[config.mk]
export PLATFORM = sky130hd
export DESIGN_NAME = traffic_light_ctrl
export DESIGN_NICKNAME = d
export VERILOG_FILES = /design/src/rtl/traffic_light_ctrl.sv
export SDC_FILE = /design/constraint.sdc
export NUM_CORES = 1
export LEC_CHECK = 0
export ABC_AREA = 1
export CAP_MARGIN = 10
export CORE_MARGIN = 3
export CORE_UTILIZATION = 53
export CTS_BUF_LIST = sky130_fd_sc_hd__clkbuf_4 sky130_fd_sc_hd__clkbuf_8
export DETAILED_ROUTE_END_ITERATION = 8
export PLACE_DENSITY = 0.85
export SLEW_MARGIN = 0
export SYNTH_ARGS = -nofsm -noshare
export SYNTH_HDL_FRONTEND = slang
export SYNTH_SLANG_ARGS = --single-unit
[constraint.sdc]
create_clock -name clk -period 2.05 [get_ports clk]
set_clock_uncertainty 0.2 [all_clocks]
set_input_delay 0.5125 -clock clk [delete_from_list [all_inputs] [get_ports clk]]
set_output_delay 0.5125 -clock clk [all_outputs]
set_load 0.01 [all_outputs]
[src/rtl/traffic_light_ctrl.sv]
// traffic_light_ctrl: two-road intersection phase FSM with dwell timer, lamp decode and mux select
module traffic_light_ctrl #(
    parameter int TW          = 4,
    parameter int T_GREEN_MIN = 4,
    parameter int T_GREEN_MAX = 12,
    parameter int T_YELLOW    = 2,
    parameter int T_ALLRED    = 1
) (
    input  logic       clk,
    input  logic       rst_n,
    input  logic       req_b,
    input  logic       hold,
    output logic [2:0] light_a,
    output logic [2:0] light_b,
    output logic       sel,
    output logic [2:0] state_o
);
    typedef enum logic [2:0] {
        A_GREEN    = 3'd0,
        A_YELLOW   = 3'd1,
        ALL_RED_AB = 3'd2,
        B_GREEN    = 3'd3,
        B_YELLOW   = 3'd4,
        ALL_RED_BA = 3'd5
    } state_t;

    localparam logic [TW-1:0] GMIN = TW'(T_GREEN_MIN - 1);
    localparam logic [TW-1:0] GMAX = TW'(T_GREEN_MAX - 1);
    localparam logic [TW-1:0] YEND = TW'(T_YELLOW - 1);
    localparam logic [TW-1:0] REND = TW'(T_ALLRED - 1);

    state_t        state, nxt, cand;
    logic [TW-1:0] timer, nxt_timer;
    logic          pending_b, nxt_pend, dem_b, go, bad;

    // next-state, timer and pending-request logic; illegal codes escape to A_GREEN even under hold
    always_comb begin
        dem_b = pending_b | req_b;
        go    = 1'b0;
        bad   = 1'b0;
        cand  = A_GREEN;
        case (state)
            A_GREEN:    begin go = (timer >= GMIN) && dem_b; cand = A_YELLOW; end
            A_YELLOW:   begin go = timer == YEND; cand = ALL_RED_AB; end
            ALL_RED_AB: begin go = timer == REND; cand = B_GREEN; end
            B_GREEN:    begin go = (timer == GMAX) || ((timer >= GMIN) && !req_b); cand = B_YELLOW; end
            B_YELLOW:   begin go = timer == YEND; cand = ALL_RED_BA; end
            ALL_RED_BA: begin go = timer == REND; cand = A_GREEN; end
            default:    begin bad = 1'b1; cand = A_GREEN; end
        endcase
        nxt       = (bad || (go && !hold)) ? cand : state;
        nxt_timer = (bad || (go && !hold)) ? '0 :
                    hold ? timer :
                    (state == A_GREEN && timer >= GMIN) ? GMIN : timer + 1'b1;
        nxt_pend  = (nxt == B_GREEN && state != B_GREEN) ? 1'b0 :
                    (req_b && state != B_GREEN) ? 1'b1 : pending_b;
    end

    // state registers; lamps and select are registered from the next state so they track it exactly
    always_ff @(posedge clk) begin
        if (!rst_n) begin
            state     <= A_GREEN;
            timer     <= '0;
            pending_b <= 1'b0;
            light_a   <= 3'b001;
            light_b   <= 3'b100;
            sel       <= 1'b0;
        end else begin
            state     <= nxt;
            timer     <= nxt_timer;
            pending_b <= nxt_pend;
            light_a   <= nxt == A_GREEN ? 3'b001 : nxt == A_YELLOW ? 3'b010 : 3'b100;
            light_b   <= nxt == B_GREEN ? 3'b001 : nxt == B_YELLOW ? 3'b010 : 3'b100;
            sel       <= nxt == B_GREEN || nxt == B_YELLOW;
        end
    end

    assign state_o = state;
endmodule

==> run summary, run 1 <==
drt via density = 5.18
vias in the first global route = 690
CP max FO = 5
Final setup viols = 0
Nets = 139
Worst Hold Path EP = timer[1]$_SDFFE_PP0N_
Tot Pwr = 0.000607 W
post-synth cell types = 24
Clock Latency Late Sink = 0.28 ns
CP max stage delay = 0.39 ns
die area = 0.00197 mm2
most frequent cells in the layout = inv_1 (14), nand2_1 (13), clkdlybuf4s50_1 (13)
Hold Fails Final Rpt = 0
Combinational Power Share = 19.1%
crit-path cells = buf_4 > inv_1 > ha_1 > nand2_1 > nor2_1 > nor2_1 > nand2_2 > nand2_4 > nand2_4 > nand2_2 > nand2_4 > nor2_1 > nand2_1 > nand2_2 > inv_2
internal power = 0.000436 W
1st-pass router iterations = 4
CP Data Required Time = 2.04 ns
critical path endpoint category = flop
commonest non-fill, non-tap cell in the layout = inv_1
Die Ht = 44.4 um
CTS tree = built
PwrDens = 572 mW/mm2
sequential share of power = 52.6%
WL/cell = 12.8 um
Rows = 13
Reg clk slew, reported paths = 0.09 ns
crit path kind = flop to flop
Port Buffers = 13
CP max-delay cell = dfxtp_4
maximum clock rate = 497 MHz
reg-to-reg slack, setup = 0.04 ns
CTS Sinks = 15
# H-tree levels = 1
Syn Area/Cell = 7.38 um2
gr ovfl total = 0
via count = 756
Initial Util = 57.9%
status = complete, no violations
CTS Hold Buffers Added = 0
P&R area growth vs syn = 35.8%
Hold Slack = 0.315 ns
Hold Crit Depth = 2
width of the die = 44.4 um
crit share post-route = 98.1%
Clock power frac = 28.3%
sw frac = 28.3%
min Tclk post-route = 2.01 ns
DRC viols = 0
#FFs+latches synth = 15
Min-Delay Startpoint = timer[1]$_SDFFE_PP0N_
first-pass GRT wire length = 2.88 mm
switching pwr = 0.000172 W
Synth Cell Area = 782 um2
WL final = 1.86 mm
worst reg2reg startpoint = timer[0]$_SDFFE_PP0N_
worst hold-check path type = flop to flop
GP Congestion = 0.863
Total GRT Usage = 19.3%
CTS root buf = clkbuf_4
core box area = 0.00135 mm2
synth warn = 0
Worst-Margin Slew = 0.281 ns
Max Slew Vio Count = 0
1st-iter DRT viols = 11
cells after synthesis = 106
ANT nets after route = 0
share of layout cells above drive strength 1 = 37.4%
crit path DAT = 2.00 ns
type of origin of the critical path = flop
CTS max path bufs = 2
IO Pins = 14
Seq/Total Area, Yosys = 38.4%
filler cell count = 101
antenna violations before repair = 0
worst reg-to-reg path cell count = 15
Worst R2R End = light_b[2]$_SDFF_PN1_
maximum vdd drop = 0.668 mV
HPWL after DPL = 1.34 mm
leakage power figure = 0.488 nW
antenna cells = 0
Slew Limit Headroom = 81.2%
pin count of the biggest net entering global routing = 11
syn_nets = 113
TritonCTS buffer count = 3
max-cap viol count = 0
## critical path, delay by kind of cell (launching register included)
kind | cells | cell delay [ns]
simple gates | 11 | 0.97
fa+ha+maj | 1 | 0.18
buf+inv | 3 | 0.18
flops | 1 | 0.39
## routing by layer
| metal | vias up | share of wire, % | track usage, % |
|---|---|---|---|
| met5 | - | 0 | 0 |
| met4 | 0 | 0.43 | 3.61 |
| met3 | 3 | 4.1 | 4.47 |
| met2 | 19 | 51 | 32.6 |
| met1 | 353 | 44 | 25.3 |
| li1 | 381 | - | - |
## flip-flops by register name (all words and copies together), names as in the netlist
signal,cells
pending_b,1
timer,4
light_a,3
sel,1
state_o,3
light_b,3
## worst max path at each step
stage	start	endpoint	slack, ns	cells after the start
3_3_place_gp	req_b	light_b[2]$_SDFF_PN1_	-0.18	12
6_report	timer[0]$_SDFFE_PP0N_	light_b[2]$_SDFF_PN1_	0.04	15
2_1_floorplan	timer[0]$_SDFFE_PP0N_	light_b[2]$_SDFF_PN1_	0.27	14
3_5_place_dp	req_b	light_b[2]$_SDFF_PN1_	-0.20	12
4_1_cts	timer[0]$_SDFFE_PP0N_	light_b[2]$_SDFF_PN1_	0.03	14
5_1_grt	timer[0]$_SDFFE_PP0N_	light_b[2]$_SDFF_PN1_	-0.05	15
## power groups by stage
| stage | clock network (W) | logic [W] | registers [W] |
|---|---|---|---|
| 6_report | 0.000172 | 0.000116 | 0.000319 |
| 5_1_grt | 0.000189 | 0.000130 | 0.000321 |
| 4_1_cts | 0.000175 | 0.000105 | 0.000319 |
| 3_5_place_dp | 0 | 0.000104 | 0.000326 |
| 3_3_place_gp | 0 | 0.000101 | 0.000323 |
| 2_1_floorplan | 0 | 0.0000568 | 0.000326 |
## logic make-up after synthesis
family,after synthesis,share of synthesized area (%)
adder cells (fa/ha/maj),3,4.80
XOR/XNOR,2,2.24
AND/OR/NAND/NOR,53,35.8
buffers and inverters,22,10.9
AO/OA/AOI/OAI,11,7.84
flip-flops,15,38.4
## cell type report
type	instances	area, um2	share of cell area (%)
clock inverters	1	7.51	0.707
well taps	15	18.8	1.77
multi-input cells	69	427	40.2
flip-flops and latches	15	312	29.3
inverters	22	85.1	8.01
clock buffers	3	22.5	2.12
repair buffers	21	190	17.9
## cell usage after synthesis, drive strengths merged
master	instances	area share, %
dfxtp	15	38
a21oi	6	3.8
xnor2	1	1.1
nor4	1	0.80
ha	3	4.8
or2	1	0.80
nor2	12	7.4
xor2	1	1.1
nand4	1	0.80
nand3	8	5.8
o211ai	1	0.96
nand2	27	18
inv	22	11
nor3	3	2.6
a41oi	1	1.1
o21ai	3	1.9
## stage by stage
step | setup WS, ns | setup TNS (ns) | cells | area, um2 | util (%)
after floorplan | 0.273 | 0 | 106 | 782 | -
after global placement | -0.176 | -1.06 | 139 | 968 | 71.7
after detailed placement | -0.196 | -1.31 | 139 | 968 | 71.7
after CTS | 0.0341 | 0 | 143 | 1000 | 74.2
after global routing | -0.0459 | -0.0459 | 146 | 1060 | 78.7
final | 0.0394 | 0 | 146 | 1060 | 78.7
## timing repair
action                                  CTS  global route
endpoints found under the hold margin     0             0
gates resized for setup                   3            14
pin swaps                                 0            10
endpoints found under the setup margin    3             6
setup buffers                             0             3
Power figures use the tool's default switching activity.
==> run 2: changes to the inputs <==
ABC_AREA = 0   (was 1)
CORE_UTILIZATION = 54   (was 53)
==> run 2 against run 1 <==
Against the previous run:
- non-clock buffer count increased by 13
- total power increased by 53%
- critical path depth decreased by 7
==> run summary, run 2 <==
maximum clock rate = 490 MHz (-1.4%)
status = complete, no violations
CTS tree = built
Worst R2R End = state_o[0]$_SDFF_PN0_
commonest non-fill, non-tap cell in the layout = buf_4
post-synth cell types = 42 (+75%)
post-synth top area cell = dfxtp_1
Initial Util = 62.4% (+4.5 points)
cells after synthesis = 90 (-15%)
gr ovfl total = 0 (unchanged)
Seq/Total Area, Yosys = 34.4% (-4.0 points)
dominant synthesized flop cell = dfxtp_1
Hold Fails Final Rpt = 0 (unchanged)
IO Pins = 14 (unchanged)
Core Util, Final = 88.6% (+10 points)
Max Slew Vio Count = 0 (unchanged)
drt via density = 6.50 (+26%)
maximum vdd drop = 0.559 mV (-16%)
Clock Latency Late Sink = 0.30 ns (+0.02 ns)
type of origin of the critical path = flop
min Tclk post-route = 2.04 ns (+0.0292 ns)
WL final = 2.72 mm (+46%)
P&R area growth vs syn = 42.0%
Post-synth EDFFs = 0 (unchanged)
crit-path cells = inv_2 > ha_2 > mux2i_1 > nor3_2 > o31ai_4 > and3_4 > buf_6 > mux2i_1
number of flip-flops in the largest register = 4 (unchanged)
CP max-delay cell = dfxtp_4
worst reg-to-reg path cell count = 8 (-7)
pin count of the biggest net entering global routing = 10 (-1)
#FFs+latches synth = 15 (unchanged)
CP max stage delay = 0.37 ns (-0.02 ns)
# H-tree levels = 1 (unchanged)
Port Buffers = 13 (unchanged)
HPWL after DPL = 1.66 mm (+24%)
Post-Layout Cell Count = 138 (-5.5%)
Largest delay share family, worst path = flip-flops
Worst path most repeated cell = mux2i_1
max-cap viol count = 0 (unchanged)
crit path DAT = 2.05 ns (+0.05 ns)
die area = 0.00214 mm2 (+8.3%)
Area contributors post-synth = dfxtp_1 (34%), ha_1 (4.3%), mux2i_1 (3.4%)
Rows = 13 (unchanged)
Buf/Inv on CP = 2 (-1)
antenna cells = 0 (unchanged)
Synth top cells by count = dfxtp_1 (15), nand2_1 (7), a21oi_1 (5), nor2_1 (5)
PwrDens = 749 mW/mm2 (+31%)
1st-iter DRT viols = 56 (+45)
core box area = 0.00140 mm2 (+3.6%)
CP max FO = 4 (-1)
worst reg2reg startpoint = timer[1]$_SDFFE_PP0N_
crit path kind = flop to flop
antenna violations before repair = 0 (unchanged)
Total GRT Usage = 26.4% (+7.0 points)
GP Congestion = 0.864 (+0.13%)
width of the die = 46.2 um (+4.1%)
first-pass GRT wire length = 3.88 mm (+34%)
ANT nets after route = 0 (unchanged)
Slew Limit Headroom = 75.6% (-5.6 points)
worst hold-check path type = flop to flop
vias in the first global route = 837 (+21%)
critical path endpoint category = flop
Die Ht = 46.2 um (+4.1%)
RSZ-0062 raised after global routing = yes
Reg clk slew, reported paths = 0.09 ns (about the same)
syn_nets = 97 (-14%)
Synth async-reset ratio = 0% (unchanged)
Nets = 131 (-5.8%)
Min-Delay Startpoint = pending_b$_SDFFE_PP0P_
via count = 897 (+19%)
share of the synthesized area in the top cell type = 34.4% (-4.0 points)
CTS Hold Buffers Added = 0 (unchanged)
Syn Area/Cell = 9.70 um2 (+32%)
Worst Hold Path EP = pending_b$_SDFFE_PP0P_
reg-to-reg slack, setup = 0.01 ns (-0.03 ns)
pre-CTS setup slack = -0.283 ns (-0.0878 ns)
DRC viols = 0 (unchanged)
leakage power figure = 0.488 nW (about the same)
crit share post-route = 99.5% (+1.4 points)
total negative slack = 0 ns (unchanged)
Hold Slack = 0.351 ns (+0.0367 ns)
TritonCTS buffer count = 3 (unchanged)
CP Data Required Time = 2.06 ns (+0.02 ns)
1st-pass router iterations = 4 (unchanged)
Top reg by flops = timer
CTS max path bufs = 2 (unchanged)
Worst-Margin Slew = 0.365 ns (+0.0840 ns)
most instantiated library cell after synthesis = dfxtp_1
share of layout cells above drive strength 1 = 44.7% (+7.3 points)
WL/cell = 19.7 um (+54%)
placed insts = 132 (-5.0%)
synth warn = 0 (unchanged)
CTS root buf = clkbuf_4
most frequent cells in the layout = buf_4 (19), clkdlybuf4s50_1 (10), dfxtp_1 (10)
CTS Sinks = 15 (unchanged)
Final setup viols = 0 (unchanged)
Hold Crit Depth = 1 (-1)
Synth Cell Area = 873 um2 (+12%)
fin worst setup slack = 0.0102 ns (-0.0292 ns)
## run 2: cell families after synthesis
group / Yosys count / share of synthesized area, %
flip-flops: 15 / 34.4
AND/OR/NAND/NOR: 30 / 23.2
AO/OA/AOI/OAI: 24 / 23.4
multiplexers: 3 / 3.44
adder cells (fa/ha/maj): 3 / 4.30
XOR/XNOR: 3 / 3.01
buffers and inverters: 12 / 8.31
## run 2: what timing repair did
action | in CTS | in global routing
setup endpoints to repair | 7 | 14
endpoints found under the hold margin | 0 | 0
buffers inserted | 1 | 1
pin swaps | 4 | 7
gates resized for setup | 10 | 13
## run 2: per-stage QoR
stage               instance area [um2]  total power (W)
finish                             1240         0.000929
global route                       1240         0.000972
CTS                                1170         0.000881
detailed placement                 1120         0.000698
global placement                   1120         0.000682
floorplan                           873         0.000564
## run 2: worst max-delay path by stage
stage	startpoint	end	slack, ns	depth (start not counted)
6_report	timer[1]$_SDFFE_PP0N_	state_o[0]$_SDFF_PN0_	0.01	8
5_1_grt	timer[1]$_SDFFE_PP0N_	state_o[0]$_SDFF_PN0_	-0.06	8
3_5_place_dp	hold	state_o[1]$_SDFF_PN0_	-0.28	6
2_1_floorplan	hold	state_o[1]$_SDFF_PN0_	0.05	6
3_3_place_gp	hold	state_o[1]$_SDFF_PN0_	-0.24	5
4_1_cts	hold	state_o[1]$_SDFF_PN0_	0.01	6
## run 2: metal layers
| layer | track usage, % | wire [um] | vias up |
|---|---|---|---|
| met4 | 15.3 | 104 | 0 |
| li1 | - | - | 396 |
| met2 | 41.5 | 1270 | 77 |
| met3 | 8.98 | 270 | 18 |
| met1 | 30.6 | 1070 | 406 |
| met5 | 0 | 0 | - |
## run 2: power by group
part	internal [W]	switching (W)	total [W]
combinational	0.000197	0.000200	0.000397
clock	0.0000728	0.000103	0.000176
sequential	0.000328	0.0000280	0.000356
total	0.000598	0.000331	0.000929
## run 2: layout make-up
class                      instances  area (um2)
clock buffer                       3        22.5
clock inverter                     1        5.00
fill                              66         159
inverter                           7        26.3
multi-input combinational         63         563
sequential                        15         309
tap                               15        18.8
timing repair buffer              34         295
